<file path="src/rtl/riscv_tag_violation_handler.sv">
// ----------------------------------------------------------------------------
// riscv_tag_violation_handler
//
// EX-stage DIFT tag violation handler. Combines the per-operand check enables
// from the ID-stage check decoder with the operand/PC tags. A violation
// latches PC, instruction word and a cause mask, and raises an exception
// request to the controller. EX stays stalled until the controller
// acknowledges and a short drain window has elapsed. A saturating counter
// tallies every violation, including those that arrive while an earlier one
// is still being handled.
//
// Parameters
//   CNT_W        width of the saturating violation counter
//   DRAIN_CYCLES number of DRAIN cycles after ack (flush window), >= 1
//
// Ports
//   clk, rst           core clock, synchronous active-high reset
//   enable_i           global enforcement enable
//   ex_valid_i         EX holds a valid instruction
//   ex_ready_i         EX instruction completes this cycle
//   check_*_i          per-operand check enables (s1, s2, d, pc)
//   tag_*_i            per-operand tags (s1, s2, d, pc)
//   pc_ex_i            PC of the EX instruction
//   instr_ex_i         instruction word in EX
//   exc_ack_i          controller accepts the exception
//   clr_i              software clear of log and counter
//   exc_req_o          exception request to controller
//   halt_ex_o          stall EX while not idle
//   exc_cause_o        {pc,d,s2,s1} violation mask of the logged event
//   viol_pc_o          PC of the logged violation
//   viol_instr_o       instruction of the logged violation
//   viol_cnt_o         saturating violation count
// ----------------------------------------------------------------------------
module riscv_tag_violation_handler #(
    parameter int CNT_W        = 16,
    parameter int DRAIN_CYCLES = 2
) (
    input  logic             clk,
    input  logic             rst,
    input  logic             enable_i,
    input  logic             ex_valid_i,
    input  logic             ex_ready_i,
    input  logic             check_s1_i,
    input  logic             check_s2_i,
    input  logic             check_d_i,
    input  logic             check_pc_i,
    input  logic             tag_s1_i,
    input  logic             tag_s2_i,
    input  logic             tag_d_i,
    input  logic             tag_pc_i,
    input  logic [31:0]      pc_ex_i,
    input  logic [31:0]      instr_ex_i,
    input  logic             exc_ack_i,
    input  logic             clr_i,
    output logic             exc_req_o,
    output logic             halt_ex_o,
    output logic [3:0]       exc_cause_o,
    output logic [31:0]      viol_pc_o,
    output logic [31:0]      viol_instr_o,
    output logic [CNT_W-1:0] viol_cnt_o
);

    localparam logic [1:0] ST_IDLE  = 2'd0;
    localparam logic [1:0] ST_REQ   = 2'd1;
    localparam logic [1:0] ST_DRAIN = 2'd2;

    localparam int              DW         = (DRAIN_CYCLES > 2) ? $clog2(DRAIN_CYCLES) : 1;
    localparam logic [DW-1:0]   DRAIN_LOAD = DW'(DRAIN_CYCLES - 1);
    localparam logic [CNT_W-1:0] CNT_MAX   = '1;

    logic [3:0] check_vec;
    logic [3:0] tag_vec;
    logic [3:0] viol_mask;
    logic       hit;

    logic [1:0]       state_reg, state_next;
    logic [DW-1:0]    drain_reg, drain_next;
    logic             req_reg, halt_reg;
    logic [3:0]       cause_reg, cause_next;
    logic [31:0]      pc_reg, pc_next;
    logic [31:0]      instr_reg, instr_next;
    logic [CNT_W-1:0] cnt_reg, cnt_next;
    logic             log_en;

    assign check_vec = {check_pc_i, check_d_i, check_s2_i, check_s1_i};
    assign tag_vec   = {tag_pc_i, tag_d_i, tag_s2_i, tag_s1_i};

    // Bit order of the mask matches exc_cause_o: {pc, d, s2, s1}.
    for (genvar gi = 0; gi < 4; gi++) begin : g_mask
        assign viol_mask[gi] = check_vec[gi] & tag_vec[gi];
    end

    // Only instructions that actually retire from EX can violate.
    assign hit = enable_i & ex_valid_i & ex_ready_i & (|viol_mask);

    always_comb begin
        state_next = state_reg;
        drain_next = drain_reg;
        case (state_reg)
            ST_IDLE: begin
                if (hit) begin
                    state_next = ST_REQ;
                end
            end
            ST_REQ: begin
                if (exc_ack_i) begin
                    state_next = ST_DRAIN;
                    drain_next = DRAIN_LOAD;
                end
            end
            ST_DRAIN: begin
                if (drain_reg == '0) begin
                    state_next = ST_IDLE;
                end else begin
                    drain_next = drain_reg - DW'(1);
                end
            end
            default: begin
                state_next = ST_IDLE;
            end
        endcase
    end

    // The log belongs to the event being handled: later hits only count.
    // A hit in IDLE takes priority over a simultaneous software clear.
    assign log_en = hit && (state_reg == ST_IDLE);

    always_comb begin
        cause_next = cause_reg;
        pc_next    = pc_reg;
        instr_next = instr_reg;
        if (log_en) begin
            cause_next = viol_mask;
            pc_next    = pc_ex_i;
            instr_next = instr_ex_i;
        end else if (clr_i) begin
            cause_next = '0;
            pc_next    = '0;
            instr_next = '0;
        end
    end

    always_comb begin
        cnt_next = cnt_reg;
        if (clr_i) begin
            cnt_next = {{(CNT_W-1){1'b0}}, hit};
        end else if (hit && (cnt_reg != CNT_MAX)) begin
            cnt_next = cnt_reg + CNT_W'(1);
        end
    end

    always_ff @(posedge clk) begin
        if (rst) begin
            state_reg <= ST_IDLE;
            drain_reg <= '0;
            req_reg   <= 1'b0;
            halt_reg  <= 1'b0;
            cause_reg <= '0;
            pc_reg    <= '0;
            instr_reg <= '0;
            cnt_reg   <= '0;
        end else begin
            state_reg <= state_next;
            drain_reg <= drain_next;
            // Outputs are registered from the next state so they line up
            // with the state they describe.
            req_reg   <= (state_next == ST_REQ);
            halt_reg  <= (state_next != ST_IDLE);
            cause_reg <= cause_next;
            pc_reg    <= pc_next;
            instr_reg <= instr_next;
            cnt_reg   <= cnt_next;
        end
    end

    assign exc_req_o    = req_reg;
    assign halt_ex_o    = halt_reg;
    assign exc_cause_o  = cause_reg;
    assign viol_pc_o    = pc_reg;
    assign viol_instr_o = instr_reg;
    assign viol_cnt_o   = cnt_reg;

endmodule

</file>
<file path="config.mk">
export PLATFORM = sky130hd
export DESIGN_NAME = riscv_tag_violation_handler
export DESIGN_NICKNAME = d
export VERILOG_FILES = /design/src/rtl/riscv_tag_violation_handler.sv
export SDC_FILE = /design/constraint.sdc
export NUM_CORES = 1
export LEC_CHECK = 0
export ABC_AREA = 1
export BUFFER_PORTS_ARGS = -buffer_cell sky130_fd_sc_hd__buf_4
export CORE_ASPECT_RATIO = 1.4
export CORE_MARGIN = 3
export CORE_UTILIZATION = 51
export CTS_CLUSTER_DIAMETER = 40
export DETAILED_ROUTE_END_ITERATION = 12
export PLACE_DENSITY = 0.85
export SKIP_LAST_GASP = 1
export SLEW_MARGIN = 40
export SYNTH_ARGS = -nofsm -noshare
export SYNTH_HDL_FRONTEND = slang
export SYNTH_SLANG_ARGS = --single-unit
</file>
<file path="constraint.sdc">
create_clock -name clk -period 3.81 [get_ports clk]
set_clock_uncertainty 0.05 [all_clocks]
set_input_delay 0.5715 -clock clk [delete_from_list [all_inputs] [get_ports clk]]
set_output_delay 0.5715 -clock clk [all_outputs]
set_load 0.05 [all_outputs]
</file>
==> metrics <==
Site Rows 36; Slowest-stage cell, CP buf_4; number of global-route vias before repair 3970; Bufs on Longest Clock Path 2; power share of the clock group 0.380; largest net degree at the start of global routing 76; Tcrit/Tclk final 0.535; Slew @ Worst Pin 0.780 ns; setup_tns 0 ns; Pins Over Slew Limit 0; DR vias 4225; library cells used by synthesis 29; cell count after synthesis 505; Hold Path Class register to register; Filler cells 543; initial core utilization 0.537; die height 109 um; overall routing resource usage 0.261; CP Launch Point tag_pc_i; clk root buf clkbuf_8; Max H-tree Level 3; Pleak 2.15 nW; cts bufs inserted 9; Sw Pwr 505 uW; Clock Sinks 89; worst hold path depth 2; r2r setup slk 1.92 ns; Crit Path Class input port to register; DR iter-0 viols 245; register area share after synthesis 0.463; DP HPWL 7.87 mm; outcome finished clean; Switching Fraction 0.262; Hold Path Sink drain_reg; Fin. Hold Viols 0; FF+latch count, synth 89; Ports 165; per-cell routed wire length 15.6 um; NumNets Final 723; Die X 79.4 um; Reg-to-Reg End viol_instr_o[21]; Critical Path RT 4.02 ns; core area 7160 um2; Placed Instances 727; max cap viols 0; FF-to-FF Start state_reg[0]; Largest stage delay, worst path 0.46 ns; Pint 1.42 mW; layout cells sized above 1 0.306; Mapped Area 3840 um2; post-synth net total 585; Area Overhead vs Synth 36.2%; Post-CTS Setup Repair Bufs 0; startpoint types input port; clock-pin slew on the worst setup and hold paths 0.09 ns; antenna violations before repair 0; GP Congestion 0.844; sequential power share 0.496; CP Cell Sequence buf_4 > nand2_1 > nand2_1 > nor2_2 > nor2_8 > buf_4 > nand2_2 > o21ai_0 > nor2_1; first-pass GRT wire length 18.1 mm; CTS resizes 0; die footprint 8630 um2; ANT cells 0; Avg Inst Size Synth 7.61 um2; FMAX 491 MHz; unrepaired setup endpoints after global routing no; Tmin final 2.04 ns; final setup violation count 0; TritonCTS clock tree yes; power per cell area 368 nW/um2; post-route DRC violation count 0; crit-path max FO 40; clk_lat worst skew 0.36 ns; hold_buf cts 0; iteration count of the initial detailed-routing pass 7; CP Capture Type register; IO Port Bufs 164; antenna violation net count after detailed routing 0; HP Start drain_reg; Comb pwr share 0.124; final hold slack 0.419 ns; Worst Reg2Reg Path Length in Cells 4; CP Data Arrival Time 2.25 ns; synth warn 0; Worst IR Drop VDD 0.473 mV; Power, Total 1.93 mW; total wire length 11.6 mm; total grt overflow 0; worst rel slew slack 0.480; Post-Layout Cell Count 743; vias per inst 5.69
## cells in the final DEF (no fill, tap or decap), drive strengths merged
| cell type | count |
|---|---|
| nor2 | 34 |
| xnor2 | 2 |
| dfxtp | 89 |
| buf | 166 |
| a21oi | 83 |
| a31oi | 1 |
| or2 | 1 |
| nand4 | 9 |
| nand3 | 145 |
| xor2 | 3 |
| o21ai | 4 |
| inv | 24 |
| nand2 | 67 |
| nand3b | 2 |
| o21bai | 1 |
| ha | 1 |
| clkinvlp | 2 |
| clkinv | 1 |
| bufinv | 2 |
| clkbuf | 10 |
| a21o | 1 |
## cell families (layout without fill, tap and decap cells)
family / after synthesis / count (layout) / share of synthesized area
AND/OR/NAND/NOR: 258 / 258 / 0.325
XOR/XNOR: 5 / 5 / 0.0114
flip-flops: 89 / 89 / 0.463
buffers and inverters: 62 / 205 / 0.0755
adder cells (fa/ha/maj): 1 / 1 / 0.00325
AO/OA/AOI/OAI: 90 / 90 / 0.122
## layer usage
metal	routed length, um	vias to the layer above	global-route usage
li1	-	2001	-
met1	4100	1982	0.285
met2	6110	197	0.464
met3	856	45	0.0636
met4	490	0	0.138
met5	0	-	0
## cell type report
cell class	count	area, um2	share of cell area
sequential	89	1780	0.340
multi-input combinational	354	1770	0.339
timing repair buffer	166	1250	0.238
clock buffer	10	138	0.0263
tap	95	119	0.0227
clock inverter	6	88.8	0.0170
inverter	23	88.8	0.0170
## critical path, delay by kind of cell
family,cells,cell delay [ns]
simple gates,6,0.91
compound gates,1,0.21
buf+inv,2,0.55
## power groups by stage
stage,logic [mW],registers (mW),clock network (mW)
floorplan,0.0828,1.03,0
global placement,0.235,0.977,0
detailed placement,0.239,0.978,0
CTS,0.239,0.956,0.737
global route,0.256,0.959,0.775
finish,0.239,0.957,0.733
## per-stage QoR
step / setup WS (ns) / instance area [um2] / utilization
global route: 1.63 / 5240 / 0.731
finish: 1.77 / 5240 / 0.731
global placement: 1.42 / 5010 / 0.699
CTS: 1.79 / 5240 / 0.731
detailed placement: 1.40 / 5010 / 0.699
floorplan: 1.92 / 3840 / -
## worst max path at each step
stage / endpoint / slack (ns)
5_1_grt: viol_cnt_o[1] / 1.63
4_1_cts: viol_cnt_o[1] / 1.79
2_1_floorplan: viol_cnt_o[4] / 1.92
6_report: viol_cnt_o[1] / 1.77
3_3_place_gp: viol_cnt_o[1] / 1.42
3_5_place_dp: viol_cnt_o[1] / 1.40
## synthesized netlist by cell type (all sizes together)
cell | number | area [um2]
or2 | 1 | 6.26
nor2 | 34 | 171
nand3b | 2 | 15.0
clkbuf | 18 | 67.6
o21ai | 4 | 20.0
nand4 | 9 | 56.3
xnor2 | 2 | 17.5
dfxtp | 89 | 1780
clkinv | 1 | 3.75
a21oi | 83 | 427
inv | 22 | 82.6
buf | 21 | 136
a31oi | 1 | 6.26
a21o | 1 | 7.51
xor2 | 3 | 26.3
ha | 1 | 12.5
o21bai | 1 | 7.51
nand2 | 67 | 264
nand3 | 145 | 736
Note: power is estimated with default switching activity, not from simulation.
